$ cat src/rtl/game_pkg.sv
// rtl/game_pkg.sv - shared types and constants for the game score/timer block and display mux
// Contents:
//   game_state_e  - IDLE / PLAY / OVER state encoding
//   BCD_DIGITS    - number of packed BCD score digits
//   DISP_W, LED_W - display data and LED bar widths shared with the display mux
//   lives_therm() - lives count to LED thermometer pattern
package game_pkg;

  typedef enum logic [1:0] {
    ST_IDLE = 2'd0,
    ST_PLAY = 2'd1,
    ST_OVER = 2'd2
  } game_state_e;

  localparam int BCD_DIGITS = 4;
  localparam int DISP_W     = 16;
  localparam int LED_W      = 16;

  // Bit i is set iff i < lives, so lives=3 gives 16'h0007 and lives=16 gives 16'hFFFF.
  function automatic logic [LED_W-1:0] lives_therm(input logic [4:0] lives);
    logic [LED_W-1:0] t;
    t = '0;
    for (int i = 0; i < LED_W; i++) begin
      t[i] = (i < int'(lives));
    end
    return t;
  endfunction

endpackage

$ cat src/rtl/bcd_counter4.sv
// rtl/bcd_counter4.sv - saturating packed-BCD up counter used for the score
// Ports:
//   clk, rst_n - clock, asynchronous active-low reset
//   clr_i      - synchronous clear to all zeros (wins over inc_i)
//   inc_i      - add one with ripple carry across digits; holds at all nines
//   bcd_o      - registered packed BCD value, most significant digit in the top nibble
module bcd_counter4
  import game_pkg::*;
(
  input  logic                    clk,
  input  logic                    rst_n,
  input  logic                    clr_i,
  input  logic                    inc_i,
  output logic [4*BCD_DIGITS-1:0] bcd_o
);

  logic [BCD_DIGITS-1:0][3:0] cnt_q, cnt_d;
  logic                       all_nine;
  logic                       carry;

  always_comb begin
    cnt_d    = cnt_q;
    all_nine = 1'b1;
    carry    = 1'b0;
    for (int i = 0; i < BCD_DIGITS; i++) begin
      if (cnt_q[i] != 4'd9) all_nine = 1'b0;
    end
    if (clr_i) begin
      cnt_d = '0;
    end else if (inc_i && !all_nine) begin
      // Carry enters the units digit and ripples up through every digit sitting at 9.
      carry = 1'b1;
      for (int i = 0; i < BCD_DIGITS; i++) begin
        if (carry) begin
          if (cnt_q[i] == 4'd9) begin
            cnt_d[i] = 4'd0;
          end else begin
            cnt_d[i] = cnt_q[i] + 4'd1;
            carry    = 1'b0;
          end
        end
      end
    end
  end

  always_ff @(posedge clk or negedge rst_n) begin
    if (!rst_n) cnt_q <= '0;
    else        cnt_q <= cnt_d;
  end

  assign bcd_o = cnt_q;

endmodule

$ cat src/rtl/game_score_timer.sv
// rtl/game_score_timer.sv - round timer, lives and BCD score keeper for the game mode
// Parameters:
//   CLK_HZ    - clock cycles per one-second tick
//   ROUND_SEC - round length in seconds (1..127)
//   LIVES     - starting lives (1..16)
// Ports:
//   clk, rst_n - clock, asynchronous active-low reset
//   enable     - game mode selected; low forces IDLE on the next clock
//   hit, miss  - one-cycle pulses: +1 score, -1 life
//   seg_data   - score as 4 packed BCD digits
//   led        - lives thermometer in PLAY, one-second blink in OVER
//   time_left  - remaining round seconds
//   game_over  - high while in OVER
module game_score_timer
  import game_pkg::*;
#(
  parameter int CLK_HZ    = 100_000_000,
  parameter int ROUND_SEC = 60,
  parameter int LIVES     = 8
) (
  input  logic              clk,
  input  logic              rst_n,
  input  logic              enable,
  input  logic              hit,
  input  logic              miss,
  output logic [DISP_W-1:0] seg_data,
  output logic [LED_W-1:0]  led,
  output logic [6:0]        time_left,
  output logic              game_over
);

  localparam int                TICK_W     = (CLK_HZ > 1) ? $clog2(CLK_HZ) : 1;
  localparam logic [TICK_W-1:0] TICK_MAX   = TICK_W'(CLK_HZ - 1);
  localparam logic [4:0]        LIVES_INIT = 5'(LIVES);
  localparam logic [6:0]        ROUND_INIT = 7'(ROUND_SEC);

  game_state_e       state_q, state_d;
  logic [TICK_W-1:0] tick_q, tick_d;
  logic [4:0]        lives_q, lives_d;
  logic [6:0]        time_q, time_d;
  logic [LED_W-1:0]  led_q, led_d;
  logic              over_q, over_d;
  logic              tick_wrap;
  logic              score_clr;
  logic              score_inc;

  always_comb begin
    state_d   = state_q;
    tick_d    = tick_q;
    lives_d   = lives_q;
    time_d    = time_q;
    led_d     = led_q;
    over_d    = over_q;
    score_clr = 1'b0;
    score_inc = 1'b0;
    tick_wrap = (tick_q == TICK_MAX);

    if (!enable) begin
      state_d   = ST_IDLE;
      tick_d    = '0;
      lives_d   = '0;
      time_d    = '0;
      led_d     = '0;
      over_d    = 1'b0;
      score_clr = 1'b1;
    end else begin
      case (state_q)
        ST_IDLE: begin
          // Entry cycle: load a fresh round; pulses in this cycle are dropped.
          state_d   = ST_PLAY;
          tick_d    = '0;
          lives_d   = LIVES_INIT;
          time_d    = ROUND_INIT;
          led_d     = lives_therm(LIVES_INIT);
          over_d    = 1'b0;
          score_clr = 1'b1;
        end
        ST_PLAY: begin
          if (lives_q == 5'd0 || time_q == 7'd0) begin
            // Restart the tick so the first all-on blink phase lasts a full second.
            state_d = ST_OVER;
            over_d  = 1'b1;
            led_d   = '1;
            tick_d  = '0;
          end else begin
            tick_d = tick_wrap ? '0 : tick_q + TICK_W'(1);
            if (tick_wrap) time_d = time_q - 7'd1;
            if (miss) lives_d = lives_q - 5'd1;
            led_d     = lives_therm(lives_d);
            score_inc = hit;
          end
        end
        ST_OVER: begin
          tick_d = tick_wrap ? '0 : tick_q + TICK_W'(1);
          if (tick_wrap) led_d = ~led_q;
          over_d = 1'b1;
        end
        default: begin
          state_d   = ST_IDLE;
          tick_d    = '0;
          lives_d   = '0;
          time_d    = '0;
          led_d     = '0;
          over_d    = 1'b0;
          score_clr = 1'b1;
        end
      endcase
    end
  end

  always_ff @(posedge clk or negedge rst_n) begin
    if (!rst_n) begin
      state_q <= ST_IDLE;
      tick_q  <= '0;
      lives_q <= '0;
      time_q  <= '0;
      led_q   <= '0;
      over_q  <= 1'b0;
    end else begin
      state_q <= state_d;
      tick_q  <= tick_d;
      lives_q <= lives_d;
      time_q  <= time_d;
      led_q   <= led_d;
      over_q  <= over_d;
    end
  end

  bcd_counter4 u_score (
    .clk   (clk),
    .rst_n (rst_n),
    .clr_i (score_clr),
    .inc_i (score_inc),
    .bcd_o (seg_data)
  );

  assign led       = led_q;
  assign time_left = time_q;
  assign game_over = over_q;

endmodule

$ cat config.mk
export PLATFORM = sky130hd
export DESIGN_NAME = game_score_timer
export DESIGN_NICKNAME = d
export VERILOG_FILES = /design/src/rtl/game_pkg.sv /design/src/rtl/bcd_counter4.sv /design/src/rtl/game_score_timer.sv
export SDC_FILE = /design/constraint.sdc
export NUM_CORES = 1
export LEC_CHECK = 0
export BUFFER_PORTS_ARGS = -buffer_cell sky130_fd_sc_hd__buf_4
export CAP_MARGIN = 20
export CORE_MARGIN = 3
export CORE_UTILIZATION = 30
export DETAILED_ROUTE_END_ITERATION = 6
export HOLD_SLACK_MARGIN = 0.02
export SLEW_MARGIN = 40
export SYNTH_ARGS = -nofsm -noshare
export SYNTH_HDL_FRONTEND = slang
export SYNTH_HIERARCHICAL = 1
export SYNTH_SLANG_ARGS = --single-unit
$ cat constraint.sdc
create_clock -name clk -period 5.2 [get_ports clk]
set_input_delay 0.52 -clock clk [delete_from_list [all_inputs] [get_ports clk]]
set_output_delay 0.52 -clock clk [all_outputs]
set_load 0.01 [all_outputs]
==> run_results.csv <==
group,metric,value,unit
timing,finalSetupTns,0,ps
cells_and_area,antenna_cells,0,
setup_path,crit_start,"state_q[1]",
cts,cts_buffer_depth,2,
cells_and_area,finalInstanceArea,5120,um^2
floorplanning,start_util,0.311,
pwr,p_leak,2.28,nW
global_routing,grt_max_degree,75,
floorplanning,io_pins,45,
timing,rsz0062_at_grt,"false",
setup_path,rr_startpoint,"state_q[1]",
timing,whs,185,ps
timing,hold_viol,0,
cts,cts_setup_buffers,0,
floorplanning,dieArea,16000,um^2
yosys,synth_cell_types,65,
run,cap_violations,0,
pwr,worst_ir_drop_vdd,0.288,mV
detailed_routing,vias,3672,
floorplanning,core.rowCount,43,
detailed_routing,drtIter0Drc,185,
yosys,synthMostInstantiatedCell,"dfrtp_1",
global_routing,overflow,0,
yosys,async_flop_share,1.00,
setup_path,critPathCaptureType,"flop",
cells_and_area,drive_gt1_frac,0.142,
placed_design,place_area,4870,um^2
yosys,yosys_warnings,6,
cells_and_area,seq_area,1850,um^2
placed_design,dp_hpwl,7460,um
pwr,p_per_area,411,nW/um^2
detailed_routing,firstDrtPassIters,4,
timing,fin_crit_sh,0.581,
cts,cts-root-buf,"clkbuf_16",
detailed_routing,ant_nets,0,
placed_design,port_buffers,44,
timing,worst_pin_slew,887,ps
timing,max_freq,331,MHz
setup_path,cp_cell_sequence,"inv_1, ha_1, and2_1, and3_1, nand4b_2, o31ai_1, mux2i_1",
timing,maxSlewHeadroom,0.404,
detailed_routing,wirelength,10800,um
cts,cts_sinks,74,
yosys,ys_seq_area_frac,0.424,
timing,drv_slew,0,
global_routing,antenna_found_initial,0,
yosys,synth_seq_cells,74,
cts,hold_buffers,0,
cells_and_area,nFillCells,1425,
cts,h-tree-depth,3,
global_routing,gr-usage-all-layers,0.138,
yosys,syn_inst,468,
yosys,synth_top_area_share,0.424,
timing,min_period,3020,ps
global_routing,grt_pass1_wl,18300,um
setup_path,cpPeakStageDelay,640,ps
setup_path,worst-path-max-fanout,21,
yosys,synth_nets,491,
cts,clkTransAtPathRegs,60,ps
yosys,synth-edff-count,0,
cells_and_area,fin_nets,532,
cts,insertion_delay,340,ps
floorplanning,dieWidth,127,um
cts,numCtsBuffers,9,
placed_design,gp_congestion,0.849,
cts,postCtsResizedCells,0,
hold_path,hold_path_class,"in2async",
yosys,synthTopCellsByArea,"dfrtp_1 (42%), ha_1 (5.2%), nor2_1 (4.5%)",
floorplanning,core-area,14000,um^2
setup_path,cp-start-kind,"flop",
yosys,synth_area_per_cell,9.32,um^2
setup_path,reg2reg_depth,7,
setup_path,cp_data_arrival_time,3280,ps
setup_path,path_class,"reg2reg",
cells_and_area,syn_to_final_growth,17.5,%
yosys,synth_top_area_cell,"dfrtp_1",
yosys,synth_area,4360,um^2
cts,cts_tree,"done",
detailed_routing,post-route-drc-count,0,
yosys,synth_ff_type,"dfrtp_1",
outcome,status,"completed",
setup_path,cp.required,5460,ps
detailed_routing,viasPerCell,5.30,
floorplanning,chipHeight,127,um
detailed_routing,wl_per_cell,15.6,um
global_routing,first_global_vias,3594,
yosys,synthTopCellsByCount,"dfrtp_1 (74), nor2_1 (52), nand2_1 (44)",
timing,fin_skew,5.10,ps
setup_path,cpMaxStageDelayCell,"ha_1",
timing,finalSetupViolations,0,
cells_and_area,multi_input_area,2360,um^2
## worst max-delay path, delay by kind of cell (launching register included)
family                   cells  cell delay [ps]
AO/OA/AOI/OAI                1              590
buffers and inverters        1              110
AND/OR/NAND/NOR              3              940
adder cells (fa/ha/maj)      1              640
multiplexers                 1              250
flip-flops                   1              410
## sequential cells by signal, indices dropped and copies added (netlist names)
signal         count
game_over          1
time_left          7
u_score/bcd_o     16
state_q            2
tick_q            27
led               16
lives_q            5
## logic make-up after synthesis
logic type | count (synthesis) | share of synthesized area
compound gates | 101 | 0.157
xor+xnor | 34 | 0.0683
fa+ha+maj | 18 | 0.0516
buf+inv | 40 | 0.0364
flops | 74 | 0.424
mux | 8 | 0.0184
simple gates | 193 | 0.243
## layout by cell type (no fill, tap or decap), drive strengths merged, types with 3 or more instances in the layout
cell type  synthesis  layout
dfrtp             74      74
nor2              52      52
buf                5      46
nand2             44      44
inv               24      24
nand3             22      22
a21oi             21      21
xor2              19      19
o21ai             18      18
ha                18      18
xnor2             15      15
nor3              14      14
nand4             11      11
clkbuf            11      11
a31oi              8       8
mux2i              8       8
nor4               7       7
and3               6       6
o221ai             5       5
o31ai              5       5
a21boi             5       5
nand3b             5       5
and2               4       4
clkinv             0       4
nor4b              4       4
nand2b             3       3
a31o               3       3
o21a               3       3
and4b              3       3
o211ai             3       3
a22o               3       3
or3                3       3
a2bb2oi            3       3
a21o               3       3
or4                3       3
nand4b             3       3
## final timing paths
path                                      to  slack [ps]
max in group asynchronous  u_score/bcd_o[11]        4490
hold reg to reg                    tick_q[0]         490
setup / recovery            u_score/bcd_o[9]        2180
hold / removal                        led[4]         190
setup reg to reg            u_score/bcd_o[9]        2180
min in group clk                   tick_q[0]         490
## where the power goes
| part | internal [mW] | total, mW | switching (mW) |
|---|---|---|---|
| clock network | 0.317 | 0.553 | 0.236 |
| logic | 0.316 | 0.795 | 0.479 |
| registers | 0.665 | 0.759 | 0.0945 |
## metal layers
| metal | GRT usage | vias up | part of all wire |
|---|---|---|---|
| met4 | 0.0322 | 0 | 0.011 |
| met2 | 0.222 | 81 | 0.48 |
| li1 | - | 1774 | - |
| met1 | 0.185 | 1808 | 0.47 |
| met5 | 0 | - | 0 |
| met3 | 0.0408 | 9 | 0.043 |
## cell type report
| class | instances | area share |
|---|---|---|
| clock buffers | 11 | 0.0454 |
| clock inverters | 4 | 0.00391 |
| inverters | 24 | 0.0176 |
| multi-input cells | 354 | 0.460 |
| flip-flops and latches | 74 | 0.361 |
| well taps | 180 | 0.0439 |
| repair buffers | 46 | 0.0681 |
## stage by stage
step           worst slack, ps  cells  utilization  power, mW
2_1_floorplan             2520    468            -       1.27
3_3_place_gp              2380    678        0.346       1.55
3_5_place_dp              2230    678        0.347       1.56
4_1_cts                   2210    693        0.365       2.13
5_1_grt                   1950    693        0.365       2.25
6_report                  2180    693        0.365       2.11
Power figures use the tool's default switching activity.
